--- config.mk ---
export PLATFORM = sky130hd
export DESIGN_NAME = pila_ctrl
export DESIGN_NICKNAME = d
export VERILOG_FILES = /design/src/rtl/pila_ctrl.sv
export SDC_FILE = /design/constraint.sdc
export NUM_CORES = 1
export LEC_CHECK = 0
export ABC_CLOCK_PERIOD_IN_PS = 4000
export BUFFER_PORTS_ARGS = -buffer_cell sky130_fd_sc_hd__buf_4
export CORE_UTILIZATION = 40
export DETAILED_ROUTE_END_ITERATION = 8
export PLACE_DENSITY = 0.73
export RECOVER_POWER = 50
export SLEW_MARGIN = 0
export SYNTH_ARGS = -nofsm -noshare
export SYNTH_HDL_FRONTEND = slang
export SYNTH_SLANG_ARGS = --single-unit
export TNS_END_PERCENT = 10
--- constraint.sdc ---
create_clock -name clk -period 4 [get_ports clk]
set_input_delay 1.2 -clock clk [delete_from_list [all_inputs] [get_ports clk]]
set_output_delay 1.2 -clock clk [all_outputs]
set_load 0.05 [all_outputs]
--- src/rtl/pila_ctrl.sv ---
// Call/return sequencer for the return-address stack; zero-cycle strobe decode, sticky fault halts the core.
// Optional PILA_CTRL_HWM_EN adds an occupancy high-water-mark output (hwm), cleared only by reset.
module pila_ctrl #(
    parameter  int AW    = 10,
    parameter  int DEPTH = 63,
    localparam int DW    = $clog2(DEPTH + 1)
) (
    input  logic          clk,
    input  logic          reset,
    input  logic          call,
    input  logic          ret,
    input  logic          clr_fault,
    input  logic [AW-1:0] pc,
    input  logic [AW-1:0] target,
    input  logic [AW-1:0] stack_top,
    output logic          push,
    output logic          pop,
    output logic [AW-1:0] d,
    output logic [1:0]    pc_src,
    output logic [AW-1:0] next_pc,
    output logic [DW-1:0] depth,
`ifdef PILA_CTRL_HWM_EN
    output logic [DW-1:0] hwm,
`endif
    output logic          halt,
    output logic [1:0]    fault
);

    typedef enum logic {RUN = 1'b0, FAULT = 1'b1} state_t;

    localparam logic [1:0] F_NONE = 2'b00;
    localparam logic [1:0] F_OVF  = 2'b01;
    localparam logic [1:0] F_UNF  = 2'b10;
    localparam logic [1:0] F_ILL  = 2'b11;

    localparam logic [1:0] SRC_INC  = 2'b00;
    localparam logic [1:0] SRC_TGT  = 2'b01;
    localparam logic [1:0] SRC_RET  = 2'b10;
    localparam logic [1:0] SRC_HOLD = 2'b11;

    state_t        state, state_next;
    logic [DW-1:0] depth_next;
    logic [1:0]    fault_next;
    logic          faulting;

    always_ff @(posedge clk or negedge reset) begin
        if (!reset) begin
            state <= RUN;
            depth <= '0;
            fault <= F_NONE;
        end else begin
            state <= state_next;
            depth <= depth_next;
            fault <= fault_next;
        end
    end

    always_comb begin
        state_next = state;
        depth_next = depth;
        fault_next = fault;
        case (state)
            RUN: begin
                if (call && ret) begin
                    state_next = FAULT;
                    fault_next = F_ILL;
                end else if (call) begin
                    if (depth == DW'(DEPTH)) begin
                        state_next = FAULT;
                        fault_next = F_OVF;
                    end else begin
                        depth_next = depth + DW'(1);
                    end
                end else if (ret) begin
                    if (depth == '0) begin
                        state_next = FAULT;
                        fault_next = F_UNF;
                    end else begin
                        depth_next = depth - DW'(1);
                    end
                end
            end
            FAULT: begin
                if (clr_fault) begin
                    state_next = RUN;
                    fault_next = F_NONE;
                end
            end
            default: begin
                state_next = RUN;
                fault_next = F_NONE;
            end
        endcase
    end

    // A cycle that is about to fault already holds the PC and asserts halt.
    assign faulting = (state == RUN) && (state_next == FAULT);

    always_comb begin
        push    = 1'b0;
        pop     = 1'b0;
        pc_src  = SRC_HOLD;
        next_pc = pc;
        halt    = 1'b1;
        if (state == RUN && !faulting) begin
            halt = 1'b0;
            if (call) begin
                push    = 1'b1;
                pc_src  = SRC_TGT;
                next_pc = target;
            end else if (ret) begin
                pop     = 1'b1;
                pc_src  = SRC_RET;
                next_pc = stack_top;
            end else begin
                pc_src  = SRC_INC;
                next_pc = pc + AW'(1);
            end
        end
    end

    assign d = pc;

`ifdef PILA_CTRL_HWM_EN
    always_ff @(posedge clk or negedge reset) begin
        if (!reset) begin
            hwm <= '0;
        end else if (depth_next > hwm) begin
            hwm <= depth_next;
        end
    end
`endif

endmodule

==> key figures <==
Global route
  – Number of global-route vias before repair: approximately 1300
  – GRT Util Overall: 21.3%
  – Initial antenna violation count: 0
  – Largest net degree at the start of global routing: 21
  – First-pass GRT wire length: roughly 5.7 mm
  – GR Overflow Total: 0

Timing
  – Final setup violating endpoints: 0
  – Max Clock Freq: around 260 MHz
  – Clk_skew: 0.00156 ns
  – Final Cycle Share: a little under 100%
  – Slew @ Worst Pin: between 0.6 and 0.7 ns
  – Final hold vios: 0
  – Minimum clock period: 3.84 ns
  – Slew margin rel.: ~58%
  – Fin. max-slew vios: 0
  – RSZ-0062 raised after global routing: no
  – Setup TNS Final: 0 ns

Pwr
  – Static Leakage: around 0.75 nW
  – Power density cells: approximately 630 mW/mm²
  – Peak supply drop: a little over 500 µV

Logic synthesis
  – Yosys top cell area share: about 18%
  – Top post-synthesis cells by area: dfrtp_1 (18%), o21ai_0 (8.2%), buf_4 (6.1%), nand2_1 (6.1%), ha_1 (5.1%)
  – Post-synth top area cell: dfrtp_1
  – Cells after Synth: ~160
  – Post-synth EDFFs: 0
  – Post-Syn Area: approximately 0.0012 mm²
  – Share of synthesized registers carrying an async set or reset: 100%
  – Post-synth top flop: dfrtp_1
  – Syn Nets: ~200
  – Yosys Warn Count: 0
  – Avg Cell Area, Syn: approximately 8 µm²
  – Sequential share of the synthesized area: 18.3%
  – Unique masters post-synth: 45
  – #FFs+latches synth: 9

Cells and area
  – ANT cells: 0
  – Area growth syn-to-layout: 33.5%
  – Layout Utilization: approximately 58%
  – Layout cells sized above 1: roughly a third
  – Final nets: 255

Clock network
  – Worst-skew pair later-pin latency: ~0.24 ns
  – CTS tree: yes
  – H-tree levels: 1
  – CTS Buffer Depth: 2
  – Setup Buffers After CTS: 0
  – Clock Sinks: 9
  – Clock-pin slew on the worst setup and hold paths: 0.05 ns
  – Root Driver: clkbuf_4
  – Cts bufs inserted: 3

Setup path
  – Reg2Reg Setup Slack: 2.19 ns
  – Critical R2R Capture: depth[5]$_DFFE_PN0P_
  – Peak fanout along the critical path: 20
  – Worst setup EP type: primary output
  – Worst EP required: between 2 and 3 ns
  – Worst EP arrival: between 2 and 3 ns
  – R2R Path Start: depth[1]$_DFFE_PN0P_
  – Critical path class: in -> out
  – Reg2Reg Depth: 5
  – CP startpoint kind: input port

Floorplan
  – # rows: 19
  – Die area: ~0.0033 mm²
  – CORE AREA: approximately 0.0028 mm²
  – Width of the die: between 50 and 60 µm
  – Die H: ~57 µm
  – Starting Density: 43.4%
  – # IOs: roughly 70

Route
  – Via count: about 1400
  – Vias per cell: ~5.5
  – DR pass1 iterations: 6
  – DR iter-0 viols: between 70 and 80
  – Final wirelength: 3.41 mm
  – Wire per inst: between 10 and 15 µm
  – Final ANT Viol Nets: 0
  – Final routed DRC violation total: 8

Placement
  – Buffers on Ports: between 60 and 70
  – Routability cong.: about 0.85
  – DP Wirelength: 2.76 mm

Flow run
  – Maxcap violations: 0

Run status
  – Violated checks: design-rule violations
  – Outcome: finished, violations left

Worst hold path
  – Hold path endpoint: fault[0]$_DFFE_PN0P_
  – HP Start: fault[0]$_DFFE_PN0P_
  – HP Class: reg -> reg
  – Hold Crit Depth: 2
[metrics by stage]
| stage | setup WS (ns) | std cells | area [µm²] | hold WS, ns | power, W |
|---|---|---|---|---|---|
| 2_1_floorplan | -0.313 | 158 | 1230 | 0.566 | 0.000795 |
| 3_3_place_gp | 0.253 | 240 | 1650 | 0.520 | 0.000981 |
| 3_5_place_dp | 0.143 | 240 | 1650 | 0.520 | 0.00101 |
| 4_1_cts | 0.143 | 244 | 1680 | 0.530 | 0.00108 |
| 5_1_grt | 0.0188 | 244 | 1640 | 0.539 | 0.00110 |
| 6_report | 0.156 | 244 | 1640 | 0.526 | 0.00103 |
[Yosys cell counts, drive strengths merged, types with 3 or more instances]
library cell  instances
dfrtp                 9
nand2                20
mux2i                 3
clkbuf                3
o21ai                26
xor2                  4
buf                  14
inv                   8
ha                    5
nand4                 3
nor2                 15
nand3                 3
xnor2                 4
a21oi                13
[sequential cells by signal (all words and copies together), names as in the netlist]
signal  cells
state       1
depth       6
fault       2
[cells by family after synthesis]
kind of cell    after synthesis  synth area share [%]
buf+inv                      25                  13.5
compound gates               55                  30.8
simple gates                 51                  21.6
fa+ha+maj                     6                  6.73
xor+xnor                      8                  5.71
flops                         9                  18.3
mux                           4                  3.36
[cell type report]
class / instances / area [µm²]
Clock buffer: 4 / 26.3
Fill cell: 280 / 1190
Multi-Input combinational cell: 124 / 842
Inverter: 8 / 37.5
Tap cell: 31 / 38.8
Sequential cell: 9 / 225
Timing Repair Buffer: 68 / 469
[report_power, final]
group	switching, W	internal (W)
combinational	0.000519	0.000235
clock	0.0000262	0.0000381
sequential	0.0000744	0.000135
total	0.000620	0.000409
[how the worst max path moves through the flow]
stage | from | end | slack [ns] | cells past startpoint
after floorplan | call | next_pc[4] | -0.31 | 5
after global placement | ret | next_pc[8] | 0.25 | 8
after detailed placement | ret | next_pc[8] | 0.14 | 8
after CTS | ret | next_pc[8] | 0.14 | 8
after global routing | ret | next_pc[8] | 0.02 | 8
final | ret | next_pc[8] | 0.16 | 8
[critical path, stage by stage]
cell,delay [ns]
buf_4,0.18
inv_1,0.18
o21ai_2,0.14
o2bb2ai_4,0.29
inv_8,0.11
o21ai_0,0.24
o31ai_2,0.10
buf_4,0.19
[what timing repair did]
action / in CTS / in global routing
resized for setup: 0 / 0
setup endpoints to repair: 0 / 2
endpoints found under the hold margin: 0 / 0
hold buffers: 0 / 0
[per-layer routing]
metal | up-vias | global-route usage (%) | wire length [µm]
li1 | 674 | - | -
met1 | 622 | 27.2 | 1420
met4 | 0 | 3.48 | 14
met5 | - | 0 | 0
met2 | 56 | 38.7 | 1760
met3 | 2 | 2.49 | 215
[placed cells by master, fill, tap and decap left out, types with 2 or more instances in the layout]
| cell | synthesis | final |
|---|---|---|
| nand4_1 | 3 | 3 |
| nand3_1 | 2 | 2 |
| clkbuf_1 | 3 | 12 |
| clkbuf_4 | 0 | 3 |
| nor2_1 | 14 | 14 |
| inv_1 | 7 | 7 |
| dfrtp_1 | 9 | 9 |
| ha_1 | 5 | 5 |
| xor2_1 | 4 | 4 |
| nand2_1 | 20 | 20 |
| mux2i_1 | 3 | 3 |
| o21ai_0 | 20 | 20 |
| a21oi_1 | 12 | 12 |
| o211ai_1 | 2 | 2 |
| a21o_1 | 2 | 2 |
| nand2b_1 | 2 | 2 |
| o21ai_2 | 6 | 6 |
| buf_4 | 10 | 57 |
| xnor2_1 | 4 | 4 |
| nor3b_1 | 2 | 2 |
No activity file was read; power rests on OpenSTA's default activity.
